$ cat src/rtl/shared_mem_responder.sv
// rtl/shared_mem_responder.sv - round-robin responder for four CPU memory requesters
module shared_mem_responder #(
    parameter int N_REQ  = 4,
    parameter int DATA_W = 8,
    parameter int ADDR_W = 8,
    parameter int DEPTH  = 32
) (
    input  logic                      clock,
    input  logic                      RESETn,
    input  logic [N_REQ-1:0]          REQ,
    input  logic [N_REQ-1:0]          RW,
    input  logic [N_REQ*ADDR_W-1:0]   ADDRESS,
    input  logic [N_REQ*DATA_W-1:0]   data_in,
    output logic [N_REQ-1:0]          ACK,
    output logic [DATA_W-1:0]         data_out,
    output logic                      ERR,
    output logic                      BUSY
);

    localparam int PTR_W  = (N_REQ > 1) ? $clog2(N_REQ) : 1;
    localparam int MEM_AW = (DEPTH > 1) ? $clog2(DEPTH) : 1;

    localparam logic [1:0] ST_IDLE   = 2'd0;
    localparam logic [1:0] ST_ACCESS = 2'd1;
    localparam logic [1:0] ST_HOLD   = 2'd2;

    logic [1:0]        state;
    logic [PTR_W-1:0]  ptr;
    logic [PTR_W-1:0]  grant_q;
    logic              rw_q;
    logic [ADDR_W-1:0] addr_q;
    logic [DATA_W-1:0] wdata_q;
    logic [DATA_W-1:0] mem [DEPTH];

    logic [PTR_W-1:0]  grant_idx;
    logic [PTR_W-1:0]  probe;
    logic              grant_found;
    logic              addr_ok;

    // First requester at or above the pointer, wrapping around.
    always_comb begin
        grant_idx   = '0;
        grant_found = 1'b0;
        probe       = '0;
        for (int k = 0; k < N_REQ; k++) begin
            probe = PTR_W'((int'(ptr) + k) % N_REQ);
            if (!grant_found && REQ[probe]) begin
                grant_idx   = probe;
                grant_found = 1'b1;
            end
        end
    end

    assign addr_ok = (int'(addr_q) < DEPTH);

    always_ff @(posedge clock or negedge RESETn) begin
        if (!RESETn) begin
            state    <= ST_IDLE;
            ptr      <= '0;
            grant_q  <= '0;
            rw_q     <= 1'b0;
            addr_q   <= '0;
            wdata_q  <= '0;
            ACK      <= '0;
            data_out <= '0;
            ERR      <= 1'b0;
            BUSY     <= 1'b0;
            for (int i = 0; i < DEPTH; i++) begin
                mem[i] <= '0;
            end
        end else begin
            case (state)
                ST_IDLE: begin
                    if (grant_found) begin
                        grant_q <= grant_idx;
                        rw_q    <= RW[grant_idx];
                        addr_q  <= ADDRESS[grant_idx*ADDR_W +: ADDR_W];
                        wdata_q <= data_in[grant_idx*DATA_W +: DATA_W];
                        ptr     <= PTR_W'((int'(grant_idx) + 1) % N_REQ);
                        BUSY    <= 1'b1;
                        state   <= ST_ACCESS;
                    end
                end
                ST_ACCESS: begin
                    if (!addr_ok) begin
                        data_out <= '0;
                        ERR      <= 1'b1;
                    end else if (rw_q) begin
                        mem[addr_q[MEM_AW-1:0]] <= wdata_q;
                    end else begin
                        data_out <= mem[addr_q[MEM_AW-1:0]];
                    end
                    ACK          <= '0;
                    ACK[grant_q] <= 1'b1;
                    state        <= ST_HOLD;
                end
                ST_HOLD: begin
                    // Response stays frozen until the granted CPU withdraws its request.
                    if (!REQ[grant_q]) begin
                        ACK   <= '0;
                        ERR   <= 1'b0;
                        BUSY  <= 1'b0;
                        state <= ST_IDLE;
                    end
                end
                default: state <= ST_IDLE;
            endcase
        end
    end

endmodule
$ cat config.mk
export PLATFORM = sky130hd
export DESIGN_NAME = shared_mem_responder
export DESIGN_NICKNAME = d
export VERILOG_FILES = /design/src/rtl/shared_mem_responder.sv
export SDC_FILE = /design/constraint.sdc
export NUM_CORES = 1
export LEC_CHECK = 0
export ABC_CLOCK_PERIOD_IN_PS = 2200
export BUFFER_PORTS_ARGS = -buffer_cell sky130_fd_sc_hd__clkbuf_2
export CAP_MARGIN = 20
export CORE_MARGIN = 2
export CORE_UTILIZATION = 55
export DETAILED_ROUTE_END_ITERATION = 8
export GPL_TIMING_DRIVEN = 0
export PLACE_DENSITY = 0.8
export SLEW_MARGIN = 15
export SYNTH_ARGS = -nofsm -noshare
export SYNTH_HDL_FRONTEND = slang
export SYNTH_SLANG_ARGS = --single-unit
export TNS_END_PERCENT = 50
$ cat constraint.sdc
create_clock -name clock -period 2.2 [get_ports clock]
set_clock_uncertainty 0.05 [all_clocks]
set_input_delay 0.44 -clock clock [delete_from_list [all_inputs] [get_ports clock]]
set_output_delay 0.44 -clock clock [all_outputs]
set_load 0.1 [all_outputs]
==> run summary <==
gpl congestion: 0.9496
fill cell count: 1639
drt pass-1 iters: 5
Clock Sink Count: 293
WP buf/inv: 1
ranking of synthesized cells by area: dfrtp_1, mux2_2, mux2i_1
Die Y: 163.1 um
VDD IR max: 0.0008449 V
post-synthesis net count: 1123
placed inst area: 0.01487 sq mm
area share of the largest cell type after synthesis: 52.66%
Final Hold Violating Endpoints: 0
CTS H-tree lvls: 1
R2R cell count: 6
hold crit path type: input pin to flip-flop
Worst-path clk slew: 0.07 ns
share of layout cells above drive strength 1: 46.03%
Final WS setup: -0.2653 ns
Synth Warn #: 0
count leader, synth: dfrtp_1
dpl ws: -0.6775 ns
Iter 0 DRT Violations: 1065
CP peak stage delay: 0.67 ns
Post-synth top cells: dfrtp_1, mux2_2, mux2i_1, o22ai_1, clkbuf_1
gr usage total: 32.64%
outcome: finished with violations
Reg area: 0.007336 sq mm
Initial Util: 55.62%
DR WL/cell: 29.42 um
number of synthesized flops with an enable pin: 0
Critical Path RT: 2.65 ns
final instance area: 0.01726 sq mm
critical path, cell by cell: clkbuf_4, or4bb_4, o22ai_1, nor4_1, nand2_1, a22o_1
max frequency: 405.6 MHz
area leader, netlist: dfrtp_1
final setup vio count: 119
Worst Setup SP: addr_q[4]$_DFFE_PN0P_
Synth Register Bits: 293
Layout area overhead: 23.93%
Arrival @ worst endpoint: 2.92 ns
post-synthesis area per instance: 13.31 sq um
Reg2Reg Capture Point: data_out[6]$_DFFE_PN0P_
leakage power: 8.163 nW
max cap viols: 0
r2r startpoint: addr_q[4]$_DFFE_PN0P_
Routed Antenna Nets: 0
Net count, final: 1275
via/cell ratio: 6.626
CP Depth: 6
worst skew pair latency: 0.57 ns
crit path max fanout: 10
Slowest cell on crit path: or4bb_4
I/O pin count: 88
Routed WL: 45.67 mm
CP Launch Type: flip-flop
number of remaining DRC errors: 0
TritonCTS clock tree: built
Num CTS Buffers: 30
Netlist cell types: 47
Hold Slack: 0.1417 ns
via count: 10280
Worst-Margin Slew: 1.053 ns
Die Area: 0.02661 sq mm
Max clock buf depth: 3
WS Path Type: flip-flop to flip-flop
core box area: 0.02504 sq mm
max-slew violations: 0
FP Rows: 58
post-synthesis sequential area ratio: 52.66%
ys flop type: dfrtp_1
post-synthesis cell area: 0.01392 sq mm
total design power: 20.42 mW
PortBufs: 87
Tmin final: 2.465 ns
RSZ-0062 raised after global routing: true
initial antenna violation count: 0
PD cells: 1184 mW/mm^2
Final HPWL DP: 27.58 mm
vias in the first global route: 10470
DIE WIDTH: 163.1 um
cell family with most CP delay: simple AND/OR/NAND/NOR gates
CP Capture Type: flip-flop
fin util: 68.93%
R2R Setup Slk: -0.27 ns
area occupied by multi-input gates: 0.006865 sq mm
failing checks: setup timing
GR Overflow Total: 0
Critical Path Sink: data_out[6]$_DFFE_PN0P_
root buffer cell: clkbuf_16
crit share post-route: 112.1%
Hold Startpoint: ADDRESS[30]
headroom to the max-slew limit: 29.54%
largest net degree at the start of global routing: 102
post-synthesis cell count: 1046
first-pass GRT wire length: 63.99 mm
ys async rst share: 100.0%
[logic make-up (layout without fill, tap and decap cells)]
logic type,after synthesis,after routing,synth area share (%)
mux,420,420,32.59
other cells,0,1,0
simple gates,138,138,6.182
flops,293,293,52.66
buf+inv,82,257,2.866
fa+ha+maj,3,3,0.2696
compound gates,110,110,5.436
[layout make-up]
type	count	share of cell area, %
Timing Repair Buffer	131	6.308
Sequential cell	293	42.51
Inverter	7	0.1523
Antenna cell	1	0.01450
Tap cell	330	2.393
Clock inverter	9	0.6090
Clock buffer	46	5.228
Buffer	64	3.002
Multi-Input combinational cell	671	39.78
[sequential cells by signal, summed over array words and instances, names as in the netlist]
signal and flops:
mem 256, addr_q 8, data_out 8, wdata_q 8, ACK 4, grant_q 2
ptr 2, state 2, BUSY 1, ERR 1, rw_q 1
[layout by cell type (no fill, tap or decap), drive strengths merged, types with 2 or more instances in the layout]
cell type / instances
nor3: 5
nor2: 29
nand4b: 6
nand4bb: 5
or4: 4
nor4: 17
nand3: 6
nand2: 41
o221ai: 17
o21ai: 6
dfrtp: 293
mux2: 257
ha: 3
bufinv: 2
o22ai: 67
clkinv: 6
mux2i: 162
nand4: 3
nor2b: 3
buf: 67
or4b: 4
a22o: 11
a21oi: 5
inv: 7
clkbuf: 173
nand2b: 7
[power breakdown]
| group | leakage (nW) | internal [mW] | switching, mW |
|---|---|---|---|
| sequential | 4.02 | 6.42 | 0.886 |
| clock | 0.494 | 3.05 | 2.18 |
| combinational | 3.64 | 2.96 | 4.92 |
[repair_timing]
action / CTS / global route
hold buffers: 1 / 0
endpoints found under the hold margin: 36 / 0
setup buffers: 31 / 9
resized for setup: 96 / 141
endpoints found under the setup margin: 265 / 235
pin swaps: 21 / 20
[worst register-to-register path, stage by stage (launching register included)]
cell,delay [ns]
dfrtp_2,0.46
clkbuf_4,0.21
or4bb_4,0.67
o22ai_1,0.56
nor4_1,0.17
nand2_1,0.14
a22o_1,0.14
[layer usage]
layer	up-vias	part of all wire, %	track usage [%]
li1	4185	-	-
met1	5261	37	42.21
met2	637	46	50.92
met3	200	10	8.075
met4	0	6.7	17.70
met5	-	0	0
[how the worst min path moves through the flow]
| stage | endpoint | cells after the start |
|---|---|---|
| after floorplan | ACK[0]$_DFFE_PN0P_ | 0 |
| after global placement | ACK[3]$_DFFE_PN0P_ | 2 |
| after detailed placement | ptr[1]$_DFFE_PN0P_ | 1 |
| after CTS | addr_q[6]$_DFFE_PN0P_ | 3 |
| after global routing | addr_q[4]$_DFFE_PN0P_ | 3 |
| final | addr_q[6]$_DFFE_PN0P_ | 3 |
[stage by stage]
step | TNS, ns | cells
5_1_grt | -10.87 | 1551
4_1_cts | -1.218 | 1546
3_5_place_dp | -95.92 | 1466
6_report | -3.595 | 1552
2_1_floorplan | -0.05322 | 1046
3_3_place_gp | -1650.95 | 1463
Power figures use the tool's default switching activity.
